==> src/rtl/mesh_term_arbiter.sv <==
// Round-robin injection scheduler for one mesh terminal port.
// Pops one packet per grant, drops bad destinations, holds good ones.
module mesh_term_arbiter #(
  parameter int          NREQ      = 4,
  parameter int          PAKG_SIZE = 32,
  parameter int          ROWS      = 4,
  parameter int          COLUMNS   = 4,
  parameter logic [7:0]  BDCST     = 8'hFF,
  parameter int          CNT_W     = 16,
  localparam int         IW        = (NREQ > 1) ? $clog2(NREQ) : 1
) (
  input  logic                      clk,
  input  logic                      reset,
  input  logic [NREQ-1:0]           req_pndng,
  input  logic [NREQ*PAKG_SIZE-1:0] req_data,
  output logic [NREQ-1:0]           req_pop,
  output logic                      pndng,
  output logic [PAKG_SIZE-1:0]      data_out,
  input  logic                      popin,
  output logic [IW-1:0]             grant_id,
  output logic [CNT_W-1:0]          fwd_cnt,
  output logic [CNT_W-1:0]          drop_cnt
);

  typedef enum logic {
    IDLE = 1'b0,
    HOLD = 1'b1
  } state_t;

  localparam logic [4:0] ROW_MAX = 5'(ROWS + 1);
  localparam logic [4:0] COL_MAX = 5'(COLUMNS + 1);

  state_t               state_q, state_d;
  logic [IW-1:0]        ptr_q;
  logic [IW-1:0]        grant_q;
  logic [PAKG_SIZE-1:0] hold_q;
  logic [CNT_W-1:0]     fwd_q, drop_q;

  logic [IW-1:0]        win;
  logic                 found;
  logic [IW:0]          sum;
  logic [PAKG_SIZE-1:0] win_pkt;
  logic [7:0]           tag;
  logic [3:0]           row, col;
  logic                 pkt_ok;

  function automatic logic [IW-1:0] nxt(input logic [IW-1:0] v);
    if (v == IW'(NREQ - 1)) return '0;
    return v + 1'b1;
  endfunction

  // first pending requester at or after ptr, wrapping at NREQ
  always_comb begin
    win   = '0;
    found = 1'b0;
    sum   = '0;
    for (int k = 0; k < NREQ; k++) begin
      sum = {1'b0, ptr_q} + (IW+1)'(k);
      if (sum >= (IW+1)'(NREQ)) sum = sum - (IW+1)'(NREQ);
      if (!found && req_pndng[sum[IW-1:0]]) begin
        found = 1'b1;
        win   = sum[IW-1:0];
      end
    end
  end

  assign win_pkt = req_data[int'(win)*PAKG_SIZE +: PAKG_SIZE];
  assign tag     = win_pkt[PAKG_SIZE-1  -: 8];
  assign row     = win_pkt[PAKG_SIZE-9  -: 4];
  assign col     = win_pkt[PAKG_SIZE-13 -: 4];
  assign pkt_ok  = (tag == BDCST) ||
                   (({1'b0, row} <= ROW_MAX) && ({1'b0, col} <= COL_MAX));

  always_comb begin
    state_d = state_q;
    req_pop = '0;
    unique case (state_q)
      IDLE: begin
        if (found && !reset) begin
          req_pop = NREQ'(1) << win;
          if (pkt_ok) state_d = HOLD;
        end
      end
      HOLD: begin
        if (popin) state_d = IDLE;
      end
    endcase
  end

  always_ff @(posedge clk) begin
    if (reset) begin
      state_q <= IDLE;
      ptr_q   <= '0;
      grant_q <= '0;
      hold_q  <= '0;
      fwd_q   <= '0;
      drop_q  <= '0;
    end else begin
      state_q <= state_d;
      unique case (state_q)
        IDLE: begin
          if (found) begin
            hold_q  <= win_pkt;
            grant_q <= win;
            if (!pkt_ok) begin
              ptr_q <= nxt(win);
              if (drop_q != '1) drop_q <= drop_q + 1'b1;
            end
          end
        end
        HOLD: begin
          if (popin) begin
            ptr_q <= nxt(grant_q);
            if (fwd_q != '1) fwd_q <= fwd_q + 1'b1;
          end
        end
      endcase
    end
  end

  assign pndng    = (state_q == HOLD);
  assign data_out = hold_q;
  assign grant_id = grant_q;
  assign fwd_cnt  = fwd_q;
  assign drop_cnt = drop_q;

endmodule

==> config.mk <==
export PLATFORM = sky130hd
export DESIGN_NAME = mesh_term_arbiter
export DESIGN_NICKNAME = d
export VERILOG_FILES = /design/src/rtl/mesh_term_arbiter.sv
export SDC_FILE = /design/constraint.sdc
export NUM_CORES = 1
export LEC_CHECK = 0
export ABC_AREA = 0
export ABC_CLOCK_PERIOD_IN_PS = 3400
export CAP_MARGIN = 20
export CORE_MARGIN = 2
export CORE_UTILIZATION = 41
export DETAILED_ROUTE_END_ITERATION = 8
export GPL_TIMING_DRIVEN = 0
export PLACE_DENSITY = 0.82
export SLEW_MARGIN = 10
export SYNTH_ARGS = -nofsm -noshare
export SYNTH_HDL_FRONTEND = slang
export SYNTH_SLANG_ARGS = --single-unit
==> constraint.sdc <==
create_clock -name clk -period 3.4 [get_ports clk]
set_input_delay 0.34 -clock clk [delete_from_list [all_inputs] [get_ports clk]]
set_output_delay 0.34 -clock clk [all_outputs]
set_load 0.02 [all_outputs]
==> results.sh, run 1 <==
export IMPL_crit_start="req_pndng[0]"
export IMPL_overflow=0
export IMPL_ys_seq_area_share_pct=34.0
export IMPL_instances_no_fill=860
export IMPL_timing_final_ws_setup_ns=0.123
export IMPL_maxCapViolCount=0
export IMPL_syn_avg_cell_area_um2=7.99
export IMPL_n_antenna_cell=0
export IMPL_timing_critical_path_required_ns=3.63
export IMPL_cp_common_cell="mux2i_1"
export IMPL_maxSlewViolCount=0
export IMPL_detail_route_antenna_nets=0
export IMPL_grt_usage_pct=25.7
export IMPL_synth_cell_types=51
export IMPL_postCtsSetupRepairBufs=0
export IMPL_cpMaxStageDelayCell="or4_4"
export IMPL_clock_sinks=69
export IMPL_routed_wl_um=14100
export IMPL_grt_pass1_wl_um=22600
export IMPL_drc=0
export IMPL_tightest_slew_ns=0.690
export IMPL_port_buffers=204
export IMPL_cts_hold_buffers_added=0
export IMPL_fin_crit_sh_pct=96.4
export IMPL_wl_per_cell_um=16.4
export IMPL_syn_cell_area_um2=4060
export IMPL_final_util_pct=67.6
export IMPL_place_congestion=0.892
export IMPL_grt_max_degree=21
export IMPL_area_delta_synth_final_pct=61.1
export IMPL_ctsHtreeMaxLevel=3
export IMPL_num_vias=4509
export IMPL_drive_above_1_share_pct=6.60
export IMPL_worstSetupPathType="input port to flop"
export IMPL_nets=863
export IMPL_cp_start_kind="input port"
export IMPL_min_from="data_out[16]$_SDFFE_PP0P_"
export IMPL_start_util_pct=41.9
export IMPL_yosys_warnings=0
export IMPL_critPathMaxFanout=10
export IMPL_leakage_uw=0.00264
export IMPL_r2r_slack_ns=0.18
export IMPL_grt_pass1_vias=4656
export IMPL_synth_top_family_by_area="simple AND/OR/NAND/NOR gates"
export IMPL_p_per_area_nw_per_um2=588
export IMPL_max_slew_margin_pct=53.4
export IMPL_syn_nets=649
export IMPL_worst_setup_path_end_kind="flop"
export IMPL_setup_violations=0
export IMPL_numCtsBuffers=9
export IMPL_total_power_uw=3840
export IMPL_reg2reg_from="ptr_q[1]$_SDFFE_PP0P_"
export IMPL_synth_seq_cells=69
export IMPL_synthXorXnorAreaFrac_pct=3.23
export IMPL_dieArea_um2=10700
export IMPL_clkLatencyLatePin_ns=0.34
export IMPL_core_area_um2=9680
export IMPL_die_h_um=104
export IMPL_synth_edf_count=0
export IMPL_antenna_found_initial=0
export IMPL_rows=36
export IMPL_hold_violations=0
export IMPL_via_per_inst=5.24
export IMPL_cts_buffer_depth=2
export IMPL_cts_tree="yes"
export IMPL_synth_area_mux_share_pct=14.7
export IMPL_first_pass_iters=5
export IMPL_hold_class="flop to flop"
export IMPL_placed_cell_area_um2=6270
export IMPL_critPathMaxStageDelay_ns=0.56
export IMPL_syn_inst=508
export IMPL_synth_flop_cell="dfxtp_1"
export IMPL_path_clk_slew_ns=0.08
export IMPL_clock_root_buffer="clkbuf_8"
export IMPL_ir_drop_mv=0.308
export IMPL_synth_adder_area_share_pct=1.85
export IMPL_rsz0062_at_grt="false"
export IMPL_synth_compound_area_share_pct=14.4
export IMPL_yosys_area_share_simple_pct=26.7
export IMPL_status="completed"
export IMPL_die_w_um=104
export IMPL_first_iter_violations=203
export IMPL_crit_arrival_ns=3.50
export IMPL_design_area_um2=6540
export IMPL_dpl_cell_count=845
export IMPL_clock_skew_ns=0.0109
export IMPL_synthArstFlopShare_pct=0
export IMPL_crit_chain="clkdlybuf4s50_1 -> mux2i_1 -> o22a_1 -> buf_6 -> nand2_8 -> clkinv_4 -> buf_12 -> mux2i_1 -> mux2_2 -> or4_4 -> o21ai_4 -> buf_4 -> nor4_1 -> mux2_1"
export IMPL_pre_cts_ws_ns=-0.516
export IMPL_fmax_ghz=0.305
export IMPL_period_minus_slack_ns=3.28
export IMPL_ioPinCount=206
export IMPL_dp_hpwl_um=11300
==> registers in the layout (all words and copies together), names as in the netlist <==
name,count
data_out,32
drop_cnt,16
fwd_cnt,16
grant_id,2
pndng,1
ptr_q,2
==> worst paths after layout <==
path | endpoint | cells after the start
setup / recovery | drop_cnt[12]$_SDFFE_PP0P_ | 14
hold / removal | data_out[16]$_SDFFE_PP0P_ | 2
setup reg to reg | drop_cnt[6]$_SDFFE_PP0P_ | 13
hold reg to reg | data_out[16]$_SDFFE_PP0P_ | 2
==> cell usage in the layout, fill, tap and decap left out, drive strengths merged, types with 3 or more instances in the layout <==
master and instances:
clkdlybuf4s50 204, nand2 78, dfxtp 69, nor2 56, mux2i 37, nand3 33, clkbuf 33, a21oi 32
and3 20, mux2 20, o22ai 16, a22oi 14, buf 11, xor2 10, nor2b 9, o21ai 9
inv 8, nor3 7, ha 6, xnor2 5, nor4 5, or4 5, nand2b 3, o31ai 3
nor4b 3, o211ai 3
==> critical path, delay by kind of cell <==
family | cells | cell delay, ns
buffers and inverters | 5 | 1.15
muxes | 4 | 0.85
and+or+nand+nor | 3 | 0.73
AOI/OAI and AO/OA | 2 | 0.40
==> layer usage <==
metal  up-vias  global-route usage [%]  routed length (um)
li1       2228                       -                   -
met1      2067                    29.3                5790
met2       194                    46.6                7030
met3        20                    5.98                1020
met4         0                    9.27                 272
met5         -                       0                   0
==> final cells by class <==
class	instances	area [um2]
Buffer	35	199
Tap cell	133	166
Inverter	7	31.3
Multi-Input combinational cell	396	2500
Sequential cell	69	1380
Clock buffer	9	124
Timing Repair Buffer	204	2040
Clock inverter	7	97.6
Fill cell	819	3140
==> cells in the mapped netlist, types with 3 or more instances <==
cell	number	area (um2)
xor2_1	10	87.6
ha_1	6	75.1
o22ai_1	16	100
dfxtp_1	69	1380
nor4b_1	3	26.3
nor4_1	5	31.3
mux2i_1	37	370
a22oi_1	14	105
o31ai_1	3	22.5
nand2b_1	3	18.8
nor2_1	56	210
nand3_1	33	165
nand2_1	77	289
clkbuf_1	25	93.8
mux2_1	10	113
mux2_2	10	113
nor3_1	7	35.0
and3_1	20	125
o21ai_0	8	40.0
a21oi_1	32	160
buf_2	3	15.0
inv_1	6	22.5
xnor2_1	5	43.8
nor2b_1	9	56.3
or4_1	3	22.5
buf_4	4	30.0
==> per-stage QoR <==
| step | hold slack (ns) | setup TNS, ns |
|---|---|---|
| floorplan | 0.482 | 0 |
| CTS | 0.454 | 0 |
| finish | 0.464 | 0 |
| detailed placement | 0.458 | -6.90 |
| global route | 0.492 | 0 |
| global placement | 0.443 | -5.59 |
==> cells by family after synthesis <==
| family | Yosys count |
|---|---|
| adder cells (fa/ha/maj) | 6 |
| buffers and inverters | 43 |
| XOR/XNOR | 15 |
| multiplexers | 57 |
| flip-flops | 69 |
| AO/OA/AOI/OAI | 90 |
| AND/OR/NAND/NOR | 228 |
==> power breakdown <==
part	switching, uW	internal (uW)
Combinational	1070	929
Clock	326	417
Sequential	130	971
Total	1530	2320
==> timing repair <==
action | CTS | global route
cloned | 0 | 0
pin swaps | 0 | 1
setup endpoints to repair | 8 | 20
resized for setup | 4 | 12
(Power assumes the default switching activity.)
==> inputs of run 2 (changes only) <==
- MAX_ROUTING_LAYER: default -> met4
==> run 2 against run 1 <==
Against the previous run: hold slack got worse by 0.0019 ns; cell count is the same; clock power barely moved; setup slack worse by 0.0027 ns; register-to-register slack barely moved; global-route usage up 0.71 points; sequential share of layout area is the same; clock skew down 0.00092 ns; highest routed layer unchanged.
==> results.sh, run 2 (synthesis results as in run 1) <==
export IMPL_final_util_pct=67.6
export IMPL_design_area_um2=6540
export IMPL_period_minus_slack_ns=3.28
export IMPL_r2r_end="drop_cnt[6]$_SDFFE_PP0P_"
export IMPL_leakage_uw=0.00264
export IMPL_detail_route_antenna_nets=0
export IMPL_dieArea_um2=10700
export IMPL_critPathMaxFanout=10
export IMPL_instances_no_fill=860
export IMPL_status="completed"
export IMPL_setup_violations=0
export IMPL_cts_tree="yes"
export IMPL_cts_hold_buffers_added=0
export IMPL_grt_pass1_vias=4674
export IMPL_clock_sinks=69
export IMPL_hold_violations=0
export IMPL_max_slew_margin_pct=53.9
export IMPL_nFillCells=819
export IMPL_drive_above_1_share_pct=6.60
export IMPL_num_vias=4513
export IMPL_cp_start_kind="input port"
export IMPL_maxSlewViolCount=0
export IMPL_die_h_um=104
export IMPL_dp_hpwl_um=11300
export IMPL_timing_critical_path_required_ns=3.63
export IMPL_grt_usage_pct=26.4
export IMPL_die_w_um=104
export IMPL_mostFrequentLayoutCell="clkdlybuf4s50_1"
export IMPL_reg2reg_from="ptr_q[1]$_SDFFE_PP0P_"
export IMPL_maxCapViolCount=0
export IMPL_first_iter_violations=191
export IMPL_clock_skew_ns=0.00995
export IMPL_start_util_pct=41.9
export IMPL_antenna_found_initial=0
export IMPL_rr_worst_depth=13
export IMPL_largest_reg_flops=32
export IMPL_routed_wl_um=14100
export IMPL_drc=0
export IMPL_grt_max_degree=21
export IMPL_postCtsSetupRepairBufs=0
export IMPL_overflow=0
export IMPL_ir_drop_mv=0.307
export IMPL_ctsHtreeMaxLevel=3
export IMPL_wl_per_cell_um=16.4
export IMPL_worstSetupPathType="input port to flop"
export IMPL_rsz0062_at_grt="false"
export IMPL_placed_cell_area_um2=6270
export IMPL_cp_endpoint="drop_cnt[12]$_SDFFE_PP0P_"
export IMPL_p_per_area_nw_per_um2=588
export IMPL_r2r_slack_ns=0.18
export IMPL_fmax_ghz=0.305
export IMPL_tightest_slew_ns=0.683
export IMPL_crit_start="req_pndng[0]"
export IMPL_numCtsBuffers=9
export IMPL_hold_class="flop to flop"
export IMPL_via_per_inst=5.25
export IMPL_n_antenna_cell=0
export IMPL_first_pass_iters=4
export IMPL_fin_crit_sh_pct=96.5
export IMPL_core_area_um2=9680
export IMPL_ioPinCount=206
export IMPL_port_buffers=204
export IMPL_path_clk_slew_ns=0.08
export IMPL_place_congestion=0.907
export IMPL_clock_root_buffer="clkbuf_8"
export IMPL_crit_arrival_ns=3.50
export IMPL_pre_cts_ws_ns=-0.516
export IMPL_worst_setup_path_end_kind="flop"
export IMPL_clkLatencyLatePin_ns=0.34
export IMPL_mostFrequentLayoutCells="204 x clkdlybuf4s50_1, 77 x nand2_1, 68 x dfxtp_1, 56 x nor2_1, 37 x mux2i_1"
export IMPL_grt_pass1_wl_um=22600
export IMPL_rows=36
export IMPL_dpl_cell_count=845
export IMPL_nets=863
export IMPL_cts_buffer_depth=2
export IMPL_area_delta_synth_final_pct=61.1
export IMPL_timing_final_ws_setup_ns=0.120
-- run 2: cell counts in the layout (fill, tap and decap cells not counted) --
No cell type changed its count.
-- run 2: where the power goes --
| group | leakage [uW] | switching, uW | internal, uW | total (uW) |
|---|---|---|---|---|
| sequential | 0.000566 | 131 | 971 | 1100 |
| combinational | 0.00197 | 1070 | 929 | 2000 |
| clock | 0.000106 | 326 | 417 | 743 |
-- run 2: how the worst min path moves through the flow --
stage	startpoint	endpoint	slack, ns	cells after the start
floorplan	ptr_q[0]$_SDFFE_PP0P_	ptr_q[0]$_SDFFE_PP0P_	0.48	2
global placement	data_out[16]$_SDFFE_PP0P_	data_out[16]$_SDFFE_PP0P_	0.44	2
detailed placement	data_out[18]$_SDFFE_PP0P_	data_out[18]$_SDFFE_PP0P_	0.46	2
CTS	reset	drop_cnt[5]$_SDFFE_PP0P_	0.45	3
global route	reset	drop_cnt[6]$_SDFFE_PP0P_	0.49	3
finish	data_out[18]$_SDFFE_PP0P_	data_out[18]$_SDFFE_PP0P_	0.46	2
-- run 2: area by class of cell --
| class | count | area [um2] | share of cell area, % |
|---|---|---|---|
| Clock buffer | 9 | 124 | 1.89 |
| Tap cell | 133 | 166 | 2.54 |
| Timing Repair Buffer | 204 | 2040 | 31.2 |
| Inverter | 7 | 31.3 | 0.478 |
| Sequential cell | 69 | 1380 | 21.1 |
| Clock inverter | 7 | 97.6 | 1.49 |
| Multi-Input combinational cell | 396 | 2500 | 38.2 |
| Buffer | 35 | 199 | 3.04 |
-- run 2: stage by stage --
| stage | power [uW] | setup TNS (ns) | hold slack (ns) |
|---|---|---|---|
| 3_5_place_dp | 3070 | -6.90 | 0.458 |
| 4_1_cts | 3810 | 0 | 0.454 |
| 5_1_grt | 4060 | 0 | 0.492 |
| 2_1_floorplan | 2280 | 0 | 0.482 |
| 6_report | 3840 | 0 | 0.462 |
| 3_3_place_gp | 3020 | -5.59 | 0.443 |
-- run 2: metal layers --
layer	wire length, um	GRT usage [%]	up-vias
met1	5870	29.9	2092
met5	0	-	-
met4	257	9.56	0
met2	7150	46.5	173
li1	-	-	2228
met3	855	4.91	20
-- run 2: worst max-delay path, cell delays in order --
cell and delay [ns]:
clkdlybuf4s50_1 0.55, mux2i_1 0.13, o22a_1 0.21, buf_6 0.15
nand2_8 0.10, clkinv_4 0.09, buf_12 0.15, mux2i_1 0.13
mux2_2 0.28, or4_4 0.56, o21ai_4 0.20, buf_4 0.21
nor4_1 0.07, mux2_1 0.32
-- run 2: repair_timing --
item / CTS / global route
gates resized for setup: 4 / 12
setup endpoints to repair: 8 / 20
hold endpoints to repair: 0 / 0
pin swaps: 0 / 1
